$ cat config.mk
export PLATFORM = sky130hd
export DESIGN_NAME = sprite_rom_arbiter
export DESIGN_NICKNAME = d
export VERILOG_FILES = /design/src/rtl/sprite_arb_pkg.sv /design/src/rtl/rr_pick.sv /design/src/rtl/sprite_rom_arbiter.sv
export SDC_FILE = /design/constraint.sdc
export NUM_CORES = 1
export LEC_CHECK = 0
export BUFFER_PORTS_ARGS = -buffer_cell sky130_fd_sc_hd__clkbuf_2
export CAP_MARGIN = 20
export CORE_ASPECT_RATIO = 2
export CORE_MARGIN = 1.5
export CORE_UTILIZATION = 46
export DETAILED_ROUTE_END_ITERATION = 10
export PLACE_DENSITY = 0.8
export SYNTH_ARGS = -nofsm -noshare
export SYNTH_HDL_FRONTEND = slang
export SYNTH_SLANG_ARGS = --single-unit
export TNS_END_PERCENT = 50
$ cat constraint.sdc
create_clock -name clk -period 2.9 [get_ports clk]
set_input_delay 0.29 -clock clk [delete_from_list [all_inputs] [get_ports clk]]
set_output_delay 0.29 -clock clk [all_outputs]
set_load 0.02 [all_outputs]
$ cat src/rtl/sprite_arb_pkg.sv
// Shared constants, tag type and index helpers for the sprite ROM arbiter.
package sprite_arb_pkg;

    localparam int N_REQ      = 3;
    localparam int REQ_BG     = 0;
    localparam int REQ_DINO   = 1;
    localparam int REQ_DANGER = 2;
    localparam int ROM_LAT    = 1;

    // One entry of the tag pipeline: which requester owns the read in flight.
    typedef struct packed {
        logic       vld;
        logic [1:0] idx;
    } tag_t;

    // One-hot requester vector to index; an all-zero vector maps to 0.
    function automatic logic [1:0] oh_to_idx(input logic [N_REQ-1:0] oh);
        logic [1:0] idx;
        idx = 2'(REQ_BG);
        if (oh[REQ_DINO])   idx = 2'(REQ_DINO);
        if (oh[REQ_DANGER]) idx = 2'(REQ_DANGER);
        return idx;
    endfunction

    // Index to one-hot requester vector.
    function automatic logic [N_REQ-1:0] idx_to_oh(input logic [1:0] idx);
        logic [N_REQ-1:0] oh;
        oh = '0;
        case (idx)
            2'(REQ_DINO):   oh[REQ_DINO]   = 1'b1;
            2'(REQ_DANGER): oh[REQ_DANGER] = 1'b1;
            default:        oh[REQ_BG]     = 1'b1;
        endcase
        return oh;
    endfunction

    // Round-robin pointer after granting idx: the next requester goes first.
    function automatic logic [1:0] next_ptr(input logic [1:0] idx);
        return (idx == 2'(N_REQ - 1)) ? 2'd0 : idx + 2'd1;
    endfunction

endpackage

$ cat src/rtl/rr_pick.sv
// Combinational winner select over the eligible vector.
// Default: round-robin starting at ptr_i. With SPRITE_ARB_FIXED_PRIO_EN
// defined it is a fixed-priority encoder: dino > danger > background.
module rr_pick
    import sprite_arb_pkg::*;
(
    input  logic [N_REQ-1:0] elig_i,
    input  logic [1:0]       ptr_i,
    output logic [N_REQ-1:0] win_o
);

`ifdef SPRITE_ARB_FIXED_PRIO_EN
    // Fixed order; the pointer input is left unused in this build.
    always_comb begin
        win_o = '0;
        if (elig_i[REQ_DINO])        win_o[REQ_DINO]   = 1'b1;
        else if (elig_i[REQ_DANGER]) win_o[REQ_DANGER] = 1'b1;
        else if (elig_i[REQ_BG])     win_o[REQ_BG]     = 1'b1;
    end
`else
    int   idx;
    logic found;

    // Scan eligible requesters starting at the pointer, first hit wins.
    always_comb begin
        win_o = '0;
        found = 1'b0;
        idx   = 0;
        for (int k = 0; k < N_REQ; k++) begin
            idx = (int'(ptr_i) + k) % N_REQ;
            if (!found && elig_i[idx]) begin
                win_o[idx] = 1'b1;
                found      = 1'b1;
            end
        end
    end
`endif

endmodule

$ cat src/rtl/sprite_rom_arbiter.sv
// Shares one synchronous sprite ROM among background, dino and danger
// generators. One grant per cycle; read data returns 3 cycles after the
// request is eligible, tagged one-hot on rvalid, strictly in grant order.
// Optional build macro: SPRITE_ARB_FIXED_PRIO_EN (fixed priority, no pointer).
// Handshake: a requester holds req/addr until it sees its gnt bit; it is
// ineligible while its own gnt shows, so a held req is never double granted.
module sprite_rom_arbiter
    import sprite_arb_pkg::*;
#(
    parameter int ADDR_W = 16,
    parameter int DATA_W = 12
) (
    input  logic              clk,
    input  logic              rst,
    input  logic [2:0]        req,
    input  logic [ADDR_W-1:0] addr0,
    input  logic [ADDR_W-1:0] addr1,
    input  logic [ADDR_W-1:0] addr2,
    output logic [2:0]        gnt,
    output logic              rom_en,
    output logic [ADDR_W-1:0] rom_addr,
    input  logic [DATA_W-1:0] rom_data,
    output logic [DATA_W-1:0] rdata,
    output logic [2:0]        rvalid
);

    localparam int TAG_DEPTH = ROM_LAT + 1;

    logic [N_REQ-1:0]  gnt_q, gnt_d;
    logic              rom_en_q, rom_en_d;
    logic [ADDR_W-1:0] rom_addr_q, rom_addr_d;
    logic [DATA_W-1:0] rdata_q, rdata_d;
    logic [N_REQ-1:0]  rvalid_q, rvalid_d;
    tag_t              tag_q [TAG_DEPTH];
    tag_t              tag_d;
    logic [1:0]        ptr_q;

    logic [N_REQ-1:0]  elig;
    logic [N_REQ-1:0]  win;
    logic [1:0]        win_idx;
    logic              any_elig;

    assign elig     = req & ~gnt_q;
    assign any_elig = |elig;
    assign win_idx  = oh_to_idx(win);

    rr_pick u_pick (
        .elig_i (elig),
        .ptr_i  (ptr_q),
        .win_o  (win)
    );

`ifdef SPRITE_ARB_FIXED_PRIO_EN
    assign ptr_q = 2'd0;
`else
    logic [1:0] ptr_d;

    // Pointer moves past the winner only when a grant is issued.
    always_comb begin
        ptr_d = ptr_q;
        if (any_elig) ptr_d = next_ptr(win_idx);
    end

    // Round-robin pointer register.
    always_ff @(posedge clk) begin
        if (!rst) ptr_q <= 2'd0;
        else      ptr_q <= ptr_d;
    end
`endif

    // Grant, ROM drive and data return next-state.
    always_comb begin
        gnt_d      = win;
        rom_en_d   = any_elig;
        rom_addr_d = rom_addr_q;
        if (any_elig) begin
            case (win_idx)
                2'(REQ_DINO):   rom_addr_d = addr1;
                2'(REQ_DANGER): rom_addr_d = addr2;
                default:        rom_addr_d = addr0;
            endcase
        end
        tag_d.vld = any_elig;
        tag_d.idx = win_idx;
        rvalid_d  = '0;
        rdata_d   = rdata_q;
        if (tag_q[TAG_DEPTH-1].vld) begin
            rvalid_d = idx_to_oh(tag_q[TAG_DEPTH-1].idx);
            rdata_d  = rom_data;
        end
    end

    // State registers; reset drops every in-flight tag.
    always_ff @(posedge clk) begin
        if (!rst) begin
            gnt_q      <= '0;
            rom_en_q   <= 1'b0;
            rom_addr_q <= '0;
            rdata_q    <= '0;
            rvalid_q   <= '0;
            for (int s = 0; s < TAG_DEPTH; s++) tag_q[s] <= '0;
        end else begin
            gnt_q      <= gnt_d;
            rom_en_q   <= rom_en_d;
            rom_addr_q <= rom_addr_d;
            rdata_q    <= rdata_d;
            rvalid_q   <= rvalid_d;
            tag_q[0]   <= tag_d;
            for (int s = 1; s < TAG_DEPTH; s++) tag_q[s] <= tag_q[s-1];
        end
    end

    assign gnt      = gnt_q;
    assign rom_en   = rom_en_q;
    assign rom_addr = rom_addr_q;
    assign rdata    = rdata_q;
    assign rvalid   = rvalid_q;

endmodule

### Word level (Yosys, flattened, before mapping)

Memory sizes are Yosys's and may differ from the RTL's.
Index checks and enable logic that the tools add are counted.

* input bits: 65
* memory bits (writable): 6
* memories: 1
* bits in latches: 0
* flip-flop bits (word level): 37
* memory bits (read-only): 0
* output and inout port bits: 35
* word-level logic and storage cells: 70

Memories
* tag_q: depth 2, width 3, rd ports 2, clocked after memory_dff 0, wr ports 2, line sprite_rom_arbiter.sv:34 `tag_t tag_q [TAG_DEPTH];`

* bitwise operators: 6
* reductions and logical operators: 10
* $mul: 0
* eq/ne operators: 4
* div/mod/pow operators: 3
* muxes and demuxes: 31
* shift-type cells: 0
* add/sub/neg operators: 3
* $lt $le $gt $ge: 6

Operator list (number)
* $ge 32x1->1 const B: 3
* $lt 32x4->1 const B: 3
* $mod 32x3->32 const B: 2
* $mod 3x3->32 const B: 1
* $pmux 16 s2: 1
* $mux 1: 17
* $mux 3: 5
* $bmux 1 s2: 3
* $demux 1 s2: 3
* $or 3x3->3: 2
* $logic_and 1x1->1: 5
* $eq 2x1->1 const B: 2
* $eq 2x2->1 const B: 2
* $mux 2: 2
* $add 2x1->3 const B: 1
* $add 2x2->3 const B: 1
* $and 3x3->3: 1
* $not 3->3: 1
* $reduce_or 3->1: 1
* $add 2x1->2 const B: 1
* $logic_not 1->1: 2
* $or 1x1->1: 2
* $reduce_and 2->1: 1
* $reduce_or 2->1: 1

### Longest topological paths before layout

* depth after elaboration: 16
* depth in mapped cells: 11
* mapped depth without buffers: 8

### Cells and area by module

Synthesis repeated with hierarchy kept, for this count alone.

* cell total of the unflattened synthesis: 224
* area total of the unflattened synthesis: 2064.5 µm²

By module, submodules not included
* sprite_rom_arbiter: times used 1, seq. area each 820.8 µm², cells each 189, area an instance 1799.2 µm²
* rr_pick: times used 1, seq. area each 0.0 µm², cells each 35, area an instance 265.3 µm²

### Worst setup path before layout

No wires, ideal clock.

* kind: register -> register
* start point: register ptr_q[0]
* end point: register rom_addr_q[13] (netlist: rom_addr[13])
* buffers on the path: 1
* setup slack: 485 ps
* library setup time: 122 ps
* arrival time: 2294 ps
* data required time: 2778 ps
* stages on the path, launching flop included: 10
* period minus slack after synthesis: 2415 ps
* path through: dfxtp_1 inv_1 ha_1 or4b_1 a31o_1 nor2_1 or2_1 buf_6 nor3_4 a221o_1

* longest elaborated chain between the ends: 15
* elaborated cells on any way between the ends: 45
* those cells by class: 2 x add/sub; 3 x div; 6 x order compare; 2 x eq/ne; 23 x mux; 2 x bitwise; 7 x reduce/logical

Ends and longest elaborated chain
* start, declared: line sprite_rom_arbiter.sv:36 `logic [1:0] ptr_q;`
* start signal, assigned: line sprite_rom_arbiter.sv:67 `else ptr_q <= ptr_d;`
* branches (longest 10 deep; another with $mod 32x3->32)
* $mux 3 (*): line rr_pick.sv:31 `if (!found && elig_i[idx]) begin`
* $mux 1: line sprite_arb_pkg.sv:20 `if (oh[REQ_DINO]) idx = 2'(REQ_DINO);`
* $mux 2 (*): line sprite_arb_pkg.sv:21 `if (oh[REQ_DANGER]) idx = 2'(REQ_DANGER);`
* $eq 2x2->1 or $eq 2x1->1 (tied branches): line sprite_rom_arbiter.sv:77 `case (win_idx)`
* $pmux 16 s2 (*): line sprite_rom_arbiter.sv:77
* end signal, assigned: line sprite_rom_arbiter.sv:105 `rom_addr_q <= rom_addr_d;`
* end, declared: line sprite_rom_arbiter.sv:31 `logic [ADDR_W-1:0] rom_addr_q, rom_addr_d;`

Every way passes the cells marked *. The select of a mux whose other input is x is not followed.
A chain may end at the register's enable or synchronous reset.

### Worst setup path after layout

* start point: register ptr_q[0]
* end point: register rom_addr_q[10] (netlist: rom_addr[10])

The elaborated chain is that of the path after synthesis.

==> metrics.txt <==
Tmin final 2726 ps; Avg WL per Cell 13.70 um; Routed Antenna Nets 0; # setup viols final 0; Post-CTS Resized 0; Via density approximately 5.4; min-delay src addr0[11]; Layout area overhead 30.78%; share of total power in combinational logic slightly below 50%; Hold Path Class in2reg; input/output buffers slightly below 100; Seq cells post-synth 41; P per Cell Area between 800 and 900 mW/mm^2; H-Tree Depth 2; setup TNS 0 ps; total track usage 20.93%; switching share of power 40.50%; Hold Slack 217.1 ps; Slew HR 51.11%; I/O pin total 100; status complete, no violations; Routability Congestion 0.8426; fraction of layout cells with a size suffix above 1 39.29%; Root Driver clkbuf_8; Synth area leaders dfxtp_1, mux2i_1, nor2b_1; GRT overflow 0; DRC violations left 0; ys flop type dfxtp_1; Mapped Cells 208; hold buffer count at cts 0; Data required, critical path 3080 ps; post-synth net total 279; R2R Path End rom_addr[10]$_SDFFE_PN0P_; CP Class reg2reg; Reg2Reg Setup Slack 170 ps; routed wire length 4959 um; initial antenna violation count 0; vias 1,952; Antenna diodes 0; Async S/R FF share, synth 0%; crit start category flop; clock share of power 16.2%; Die X ~50 um; Post-synth EDFFs 0; CTS tree done; std cell rows 34; Max FO, Critical Path 10; die height 96.91 um; Worst Reg-to-Reg Cells 8; WP data arrival 2900 ps; metal2 WL 2853 um; Fillers 423; routed wl met3 233 um; Avg Inst Size Synth 9.751 sq um; P_int approximately 1400 uW; Synth warnings 0; core box area 0.004297 sq mm; DRT Pass-1 Iters 4; leading area contributor after synthesis dfxtp_1; Hold Path Cell Cnt 2; first-pass GRT wire length around 8000 um; DR top layer met4; largest net degree at the start of global routing 40; Fin Clk Skew 11.36 ps; Iter 0 DRT Violations 36; vias in the first global route roughly 1,900; post-synth cell types 41; max cap viols 0; Mapped Area 0.002028 sq mm; maximum clock rate 366.9 MHz; Worst Max-Slew Pin Slew 732.3 ps; Leak Pwr 0.001232 uW; sequential fraction of the synthesis area just over 40%; Max VDD drop approximately 0.00077 V; Inserted Clock Buffers 5; Switching Power 951.8 uW; Nets 378; die area 0.004840 sq mm; total setup buffers inserted after CTS 0; count of final hold-check violations 0; clock transition at the registers of the reported paths 80 ps; Worst setup EP type flop; TritonCTS Sinks between 40 and 50; clk buf depth 2; RSZ-0062 raised after global routing false; Reg2Reg Launch Point ptr_q[0]$_SDFFE_PN0P_; area share of the largest cell type after synthesis 40.47%; share of power burned in registers 34.2%; HPWL Detailed 3885 um; Final period util 93.99%; Pins Over Slew Limit 0; hold endpoint rom_addr[11]$_SDFFE_PN0P_; wire length on met1 1800 um; Starting Density between 40 and 50%; clock latency on the worst-skew pair 290 ps
==> layer usage <==
metal	vias up	GRT usage (%)
li1	955	-
met4	0	8.547
met2	85	40.51
met5	-	0
met3	6	3.858
met1	906	20.45
==> power groups by stage <==
stage	logic [uW]	clock network, uW	registers (uW)
3_3_place_gp	1120	0	808
4_1_cts	1170	394	801
6_report	1170	381	803
5_1_grt	1270	414	823
2_1_floorplan	758	0	931
3_5_place_dp	1160	0	810
==> per-stage QoR <==
stage          total power [uW]  worst slack (ps)  utilization (%)  instance area (sq um)  instances
2_1_floorplan              1689             484.6                -                   2028        208
3_3_place_gp               1932             297.6            59.38                   2551        354
3_5_place_dp               1969             186.7            59.38                   2551        354
4_1_cts                    2360             172.8            61.62                   2648        362
5_1_grt                    2506             20.84            61.74                   2653        362
6_report                   2350             174.3            61.74                   2653        362
==> cells in the final DEF (no fill, tap or decap), types with 3 or more instances in the layout <==
cell type and n:
inv_1 7, nor2b_1 17, clkbuf_8 6, buf_4 6
nand2_1 8, mux2i_1 12, nand2b_1 4, and2_0 9
and3_1 3, o21ai_0 8, and2_1 5, nand3_1 4
clkbuf_2 99, nor2_1 5, a31oi_1 6, dfxtp_1 41
ha_1 6, a221o_1 10, a22o_1 10, a21oi_1 10
or3b_1 5
==> cell usage after synthesis (5+ instances only) <==
cell      number
nor2b_1       17
buf_6          5
or3b_1         5
and2_1         5
mux2i_1       12
a31oi_1        6
o21ai_0        8
nand2_1        8
a221o_1       10
a22o_1        10
ha_1           6
clkbuf_1       6
inv_1          7
dfxtp_1       41
and2_0         9
nor2_1         5
a21oi_1       10
==> worst max-delay path by stage <==
stage / start / end / slack (ps) / cells after the start
2_1_floorplan: ptr_q[0]$_SDFFE_PN0P_ / rom_addr[13]$_SDFFE_PN0P_ / 480 / 9
3_3_place_gp: ptr_q[0]$_SDFFE_PN0P_ / rom_addr[5]$_SDFFE_PN0P_ / 300 / 8
3_5_place_dp: ptr_q[0]$_SDFFE_PN0P_ / rom_addr[12]$_SDFFE_PN0P_ / 190 / 8
4_1_cts: ptr_q[0]$_SDFFE_PN0P_ / rom_addr[12]$_SDFFE_PN0P_ / 170 / 8
5_1_grt: ptr_q[0]$_SDFFE_PN0P_ / rom_addr[8]$_SDFFE_PN0P_ / 20 / 8
6_report: ptr_q[0]$_SDFFE_PN0P_ / rom_addr[10]$_SDFFE_PN0P_ / 170 / 8
==> critical path: stages, from the launching register on <==
cell and delay, ps:
dfxtp_1 380, inv_1 80, ha_1 410, or4b_1 590, a31o_1 230, nor2_1 120, or2_1 300, nor3_4 130
a221o_1 360
==> flip-flops by register name (all words and copies together) (netlist names) <==
name / cells
gnt: 2
ptr_q: 2
rdata: 12
rom_addr: 16
rvalid: 3
tag_q: 6
==> area by class of cell <==
class / count / area (sq um) / area share (%)
clock buffers: 6 / 82.58 / 3.113
repair buffers: 105 / 540.5 / 20.38
clock inverters: 2 / 13.76 / 0.5189
inverters: 7 / 26.28 / 0.9906
well taps: 54 / 67.56 / 2.547
multi-input cells: 147 / 1101 / 41.51
flip-flops and latches: 41 / 820.8 / 30.94
==> kinds of logic after synthesis <==
kind of cell | share of synthesized area [%]
buffers and inverters | 5.737
and+or+nand+nor | 22.09
AOI/OAI and AO/OA | 22.09
adders and majority gates | 3.701
DFF | 40.47
muxes | 5.923
Note: power is estimated with default switching activity, not from simulation.
